**config.mk**
```make
export PLATFORM = sky130hd
export DESIGN_NAME = instr_fetch_decode
export DESIGN_NICKNAME = d
export VERILOG_FILES = /design/src/rtl/instr_fetch_decode.sv
export SDC_FILE = /design/constraint.sdc
export NUM_CORES = 1
export LEC_CHECK = 0
export CAP_MARGIN = 0
export CELL_PAD_IN_SITES_DETAIL_PLACEMENT = 2
export CELL_PAD_IN_SITES_GLOBAL_PLACEMENT = 2
export CORE_ASPECT_RATIO = 0.75
export CORE_UTILIZATION = 25
export DETAILED_ROUTE_END_ITERATION = 12
export GPL_TIMING_DRIVEN = 1
export PLACE_DENSITY = 0.75
export REMOVE_ABC_BUFFERS = 1
export SYNTH_ARGS = -nofsm -noshare
export SYNTH_HDL_FRONTEND = slang
export SYNTH_SLANG_ARGS = --single-unit
```
**constraint.sdc**
```tcl
create_clock -name clk -period 2.1 [get_ports clk]
set_clock_uncertainty 0.1 [all_clocks]
set_input_delay 0.315 -clock clk [delete_from_list [all_inputs] [get_ports clk]]
set_output_delay 0.315 -clock clk [all_outputs]
set_load 0.05 [all_outputs]
```
**src/rtl/instr_fetch_decode.sv**
```systemverilog
// Fetch/decode stage: req/ack fetch into IR, then register fields and immediate.
// Define IFD_ILLEGAL_CHECK_EN to fault on unknown opcodes or bad R-type funct7.

module instr_fetch_decode #(
    parameter int XLEN     = 64,
    parameter int MAX_WAIT = 15
) (
    input  logic            clk,
    input  logic            reset,
    input  logic            fetch_start,
    input  logic [XLEN-1:0] pc,
    output logic            imem_req,
    output logic [XLEN-1:0] imem_addr,
    input  logic            imem_ack,
    input  logic [31:0]     imem_rdata,
    output logic [31:0]     instr,
    output logic [6:0]      opcode,
    output logic [2:0]      funct3,
    output logic [6:0]      funct7,
    output logic [4:0]      rd,
    output logic [4:0]      rs1,
    output logic [4:0]      rs2,
    output logic [XLEN-1:0] imm,
    output logic            instr_valid,
    output logic            fetch_fault,
    output logic            busy
);

    localparam logic [31:0] LP_NOP = 32'h00000013;
    localparam logic [7:0]  LP_MAX = 8'(MAX_WAIT);

    localparam logic [6:0] OP_R     = 7'b0110011;
    localparam logic [6:0] OP_IMM   = 7'b0010011;
    localparam logic [6:0] OP_LOAD  = 7'b0000011;
    localparam logic [6:0] OP_STORE = 7'b0100011;
    localparam logic [6:0] OP_BR    = 7'b1100011;
    localparam logic [6:0] OP_JAL   = 7'b1101111;
    localparam logic [6:0] OP_JALR  = 7'b1100111;
    localparam logic [6:0] OP_LUI   = 7'b0110111;
    localparam logic [6:0] OP_AUIPC = 7'b0010111;

    typedef enum logic [2:0] {
        S_IDLE,
        S_REQ,
        S_WAIT,
        S_DECODE,
        S_HOLD
    } state_t;

    state_t          r_state;
    logic [7:0]      r_cnt;
    logic            r_req;
    logic [XLEN-1:0] r_addr;
    logic [31:0]     r_ir;
    logic [6:0]      r_opcode;
    logic [2:0]      r_funct3;
    logic [6:0]      r_funct7;
    logic [4:0]      r_rd;
    logic [4:0]      r_rs1;
    logic [4:0]      r_rs2;
    logic [XLEN-1:0] r_imm;
    logic            r_valid;
    logic            r_fault;
    logic            r_busy;

    logic [6:0]      w_op;
    logic            w_is_i;
    logic            w_is_s;
    logic            w_is_b;
    logic            w_is_u;
    logic            w_is_j;
    logic [XLEN-1:0] w_imm;

    assign w_op   = r_ir[6:0];
    assign w_is_i = (w_op == OP_IMM) || (w_op == OP_LOAD) || (w_op == OP_JALR);
    assign w_is_s = (w_op == OP_STORE);
    assign w_is_b = (w_op == OP_BR);
    assign w_is_u = (w_op == OP_LUI) || (w_op == OP_AUIPC);
    assign w_is_j = (w_op == OP_JAL);

    always_comb begin
        w_imm = '0;
        unique case (1'b1)
            w_is_i: w_imm = {{(XLEN-12){r_ir[31]}}, r_ir[31:20]};
            w_is_s: w_imm = {{(XLEN-12){r_ir[31]}}, r_ir[31:25], r_ir[11:7]};
            w_is_b: w_imm = {{(XLEN-13){r_ir[31]}}, r_ir[31], r_ir[7],
                             r_ir[30:25], r_ir[11:8], 1'b0};
            w_is_u: w_imm = {{(XLEN-32){r_ir[31]}}, r_ir[31:12], 12'b0};
            w_is_j: w_imm = {{(XLEN-21){r_ir[31]}}, r_ir[31], r_ir[19:12],
                             r_ir[20], r_ir[30:21], 1'b0};
            default: w_imm = '0;
        endcase
    end

`ifdef IFD_ILLEGAL_CHECK_EN
    logic w_legal;
    assign w_legal = (w_is_i || w_is_s || w_is_b || w_is_u || w_is_j) ||
                     ((w_op == OP_R) &&
                      ((r_ir[31:25] == 7'b0000000) || (r_ir[31:25] == 7'b0100000)));
`endif

    always_ff @(posedge clk or negedge reset) begin
        if (!reset) begin
            r_state  <= S_IDLE;
            r_cnt    <= '0;
            r_req    <= 1'b0;
            r_addr   <= '0;
            r_ir     <= LP_NOP;
            r_opcode <= LP_NOP[6:0];
            r_funct3 <= '0;
            r_funct7 <= '0;
            r_rd     <= '0;
            r_rs1    <= '0;
            r_rs2    <= '0;
            r_imm    <= '0;
            r_valid  <= 1'b0;
            r_fault  <= 1'b0;
            r_busy   <= 1'b0;
        end else begin
            unique case (r_state)
                S_IDLE, S_HOLD: begin
                    if (fetch_start) begin
                        r_valid <= 1'b0;
                        if (pc[1:0] != 2'b00) begin
                            r_fault <= 1'b1;
                            r_state <= S_HOLD;
                        end else begin
                            r_fault <= 1'b0;
                            r_addr  <= pc;
                            r_req   <= 1'b1;
                            r_busy  <= 1'b1;
                            r_state <= S_REQ;
                        end
                    end
                end
                S_REQ: begin
                    r_cnt   <= '0;
                    r_state <= S_WAIT;
                end
                S_WAIT: begin
                    // An ack on the final allowed cycle still wins over the timeout
                    if (imem_ack) begin
                        r_ir    <= imem_rdata;
                        r_req   <= 1'b0;
                        r_state <= S_DECODE;
                    end else if (r_cnt + 8'd1 == LP_MAX) begin
                        r_cnt   <= r_cnt + 8'd1;
                        r_req   <= 1'b0;
                        r_fault <= 1'b1;
                        r_busy  <= 1'b0;
                        r_state <= S_HOLD;
                    end else begin
                        r_cnt <= r_cnt + 8'd1;
                    end
                end
                S_DECODE: begin
                    r_opcode <= r_ir[6:0];
                    r_funct3 <= r_ir[14:12];
                    r_funct7 <= r_ir[31:25];
                    r_rd     <= r_ir[11:7];
                    r_rs1    <= r_ir[19:15];
                    r_rs2    <= r_ir[24:20];
                    r_imm    <= w_imm;
                    r_busy   <= 1'b0;
                    r_state  <= S_HOLD;
`ifdef IFD_ILLEGAL_CHECK_EN
                    if (w_legal) r_valid <= 1'b1;
                    else         r_fault <= 1'b1;
`else
                    r_valid <= 1'b1;
`endif
                end
                default: r_state <= S_IDLE;
            endcase
        end
    end

    assign imem_req    = r_req;
    assign imem_addr   = r_addr;
    assign instr       = r_ir;
    assign opcode      = r_opcode;
    assign funct3      = r_funct3;
    assign funct7      = r_funct7;
    assign rd          = r_rd;
    assign rs1         = r_rs1;
    assign rs2         = r_rs2;
    assign imm         = r_imm;
    assign instr_valid = r_valid;
    assign fetch_fault = r_fault;
    assign busy        = r_busy;

endmodule

```
==> results.md <==
- Status: complete, no violations
- Slowest CP cell: sky130_fd_sc_hd__clkdlybuf4s50_1
- Maximum achievable frequency: 487 MHz
- Post-DR vias/cell: 4.47
- Category of the most critical setup path: flip-flop to primary output
- Synthesized cell area: 7380 um2
- Depth of the CTS H-tree: 4
- Root buf cell: sky130_fd_sc_hd__clkbuf_16
- Placement row count: 54
- Shortest period the worst path allows: 2.05 ns
- Combined area of the multi-input logic cells: 2590 um2
- Cell Chain, Critical Path: clkdlybuf4s50_1
- Kind of path behind the tightest hold check: input port to asynchronous set/reset pin
- Post-synthesis mux area share: 4.73%
- Synth-to-Final Area Change: 59.6%
- Mapped Avg Cell Area: 9.85 um2
- Worst reg2reg path startpoint: instr[4]
- Antenna diodes: 0
- Endpoint type of the worst setup path: primary output
- Max-cap violation count: 0
- CP max stage delay: 0.86 ns
- Startpoint kind of the worst setup timing path: flip-flop
- Cells taking the most area after synthesis: sky130_fd_sc_hd__dfrtp_1, sky130_fd_sc_hd__nand2_1, sky130_fd_sc_hd__mux2_1
- Transition time at the pin with the least slew margin: 0.788 ns
- Die Height: 151 um
- Count of state elements after synthesis: 175
- Power per cell area: 1270 nW/um2
- Post-synthesis cell count: 749
- Xor/xnor share of the synthesized area: 0.475%
- Final count of negative-setup-slack endpoints: 0
- IO Pins: 296
- Initial cell density of the core: 25.4%
- Number of global-route vias before repair: 7119
- Total power of the final layout: 0.0150 W
- Skew-Pair Late Insertion Delay: 0.43 ns
- Wire length of the first global-routing pass: 42.6 mm
- Fin cells: 1446
- Storage element area: 4390 um2
- Number of nets in the layout: 1143
- Maximum vdd drop: 0.528 mV
- Core occupancy in the finished layout: 40.5%
- Adder and majority cell fraction of the synthesized area: 0.339%
- CTS tree: built
- Number of buffers on the longest clock path: 2
- Count of synthesis-stage warnings from yosys: 0
- Max-slew violations: 0
- Postcts setup bufs: 0
- Remaining antenna violation count: 0
- Half-perimeter wire length after detailed placement: 20.2 mm
- GRT Total Usage: 18.4%
- Hold Slack: 0.235 ns
- GR Overflow Total: 0
- Netlist cell types: 53
- Crit Path Max Fanout: 2
- Fraction of layout cells with a size suffix above 1: 15.7%
- Antenna violations before repair: 0
- Drt first-iter violations: 180
- Relative slew slack: 47.5%
- Overall die area: 30200 um2
- Total number of vias: 6467
- Synth Area in Compound Gates: 7.43%
- Basic-gate share of the synthesized area counting and, or, nand and nor cells: 21.8%
- Floorplan core area: 29100 um2
- Average wire length per cell after detail routing: 19.0 um
- Worst-case setup margin in the final layout: 0.0464 ns
- Cell family contributing the most delay on the critical path: buffers and inverters
- Hold Vio Cnt, Final: 0
- Remaining design rule violation count: 0
- Setup repair after global routing missed its margin: no
- Synth top area share: 57.3%
- Maximum number of pins on one net before global-route repair: 66
- Length in cells of the worst reg-to-reg path: 5
- Global placement routability congestion: 0.738
- Inst Count DP: 1413
- Number of buffers and inverters on the critical path: 1
- Filler instances: 3105
- R2R Setup Slk: 0.13 ns
- CTS clk-pin slew, worst paths: 0.07 ns
- Largest family of logic cells by synthesized area: simple AND/OR/NAND/NOR gates
- Leakage power: 5.82 nW
- X dimension of the die: 200 um
- Drt first pass iters: 4
- Clock buffer count from CTS: 17
- Portion of the clock cycle consumed by the worst path in the final layout: 97.8%
- Drt total wl: 27.5 mm
- Clk sink count: 175
- Biggest area consumer among synthesized cells: sky130_fd_sc_hd__dfrtp_1
- Data arrival at the endpoint of the critical path: 1.64 ns
- Data required time at the worst endpoint: 1.68 ns
- Sequential element share of the synthesized area: 59.5%
- Count of input and output buffers: 295
- Pre-CTS setup slack: -0.0111 ns
- R2r endpoint: imm[20]
-- worst max-delay path by stage --
stage / startpoint / to / slack, ns / cells after the start
floorplan: imm[62] / imm[62] / -8.59 / 2
global placement: pc[1] / imem_addr[13] / -0.005 / 9
detailed placement: pc[1] / imem_addr[13] / -0.01 / 9
CTS: funct7[2] / funct7[2] / 0.001 / 1
global route: rs1[2] / rs1[2] / 0.001 / 1
finish: imm[22] / imm[22] / 0.05 / 1
-- layout make-up --
class	count	area share, %
inverter	3	0.0956
multi-input combinational	505	22.0
clock inverter	13	0.924
timing repair buffer	339	31.8
sequential	175	37.3
tap	392	4.17
clock buffer	19	3.76
-- worst register-to-register path, stage by stage, from the launching register on --
cell and delay [ns]:
sky130_fd_sc_hd__dfstp_2 0.56, sky130_fd_sc_hd__nand3b_1 0.14, sky130_fd_sc_hd__or2_1 0.18, sky130_fd_sc_hd__nand2_1 0.08
sky130_fd_sc_hd__a21oi_2 0.61, sky130_fd_sc_hd__a21oi_1 0.13
-- registers in the layout (all words and copies together) (netlist names), 3 cells and up --
name and count:
rs1 5, funct7 7, r_cnt 8, imm 32, r_state 3, rs2 5
imem_addr 64, instr 32, funct3 3, opcode 7, rd 5
-- synthesized netlist by cell type, drive strengths merged --
library cell,n
a21boi,1
a21o,2
a21oi,26
a221oi,4
a22o,6
a311oi,2
a31oi,1
a32oi,1
a41o,1
and2,7
and3,1
and4,1
buf,50
clkbuf,16
dfrtp,169
dfstp,6
ha,2
inv,3
mux2,31
nand2,315
nand2b,6
nand3,8
nand3b,1
nand4,1
nor2,31
nor2b,6
nor3,4
nor3b,2
nor4b,2
nor4bb,1
o211ai,1
o21ai,28
o21bai,1
o22ai,1
o311a,1
o311ai,1
o31ai,2
or2,1
or3,2
xnor2,2
xor2,2
-- where the power goes --
group | leakage, nW | switching, W | internal [W] | total, W
sequential | 2.26 | 0.000895 | 0.00433 | 0.00522
combinational | 3.28 | 0.00459 | 0.00213 | 0.00672
clock | 0.271 | 0.00146 | 0.00157 | 0.00303
total | 5.82 | 0.00694 | 0.00803 | 0.0150
-- kinds of logic (layout without fill, tap and decap cells) --
logic type,count (synthesis),count (layout)
fa+ha+maj,2,2
buf+inv,69,374
xor+xnor,4,4
compound gates,79,79
flops,175,175
simple gates,389,389
mux,31,31
-- metrics by stage --
| stage | TNS (ns) | instance area (um2) |
|---|---|---|
| 3_5_place_dp | -0.0138 | 11200 |
| 3_3_place_gp | -0.00485 | 11200 |
| 5_1_grt | 0 | 11800 |
| 6_report | 0 | 11800 |
| 2_1_floorplan | -340.02 | 6960 |
| 4_1_cts | 0 | 11700 |
-- repair_timing --
action                                  4_1_cts  5_1_grt
cloned                                        0        0
hold buffers                                  1        0
gates resized for setup                      22       27
endpoints found under the setup margin       22       26
hold endpoints to repair                     33        0
-- routing by layer --
layer	global-route usage (%)	wire, um	part of all wire [%]	vias up
met1	22.2	11800	43	3249
met3	8.26	2620	9.6	18
met4	4.62	326	1.2	0
met2	29.9	12800	46	239
met5	0	0	0	-
li1	-	-	-	2961
-- placed cells by master (no fill, tap or decap), drive strengths merged, types with 19 or more instances in the layout --
cell,n
nor2,31
dlygate4sd2,22
dfrtp,169
nand2,315
clkdlybuf4s50,192
o21ai,28
dlymetal6s2s,24
clkbuf,19
buf,100
mux2,31
a21oi,26
Power figures use the tool's default switching activity.
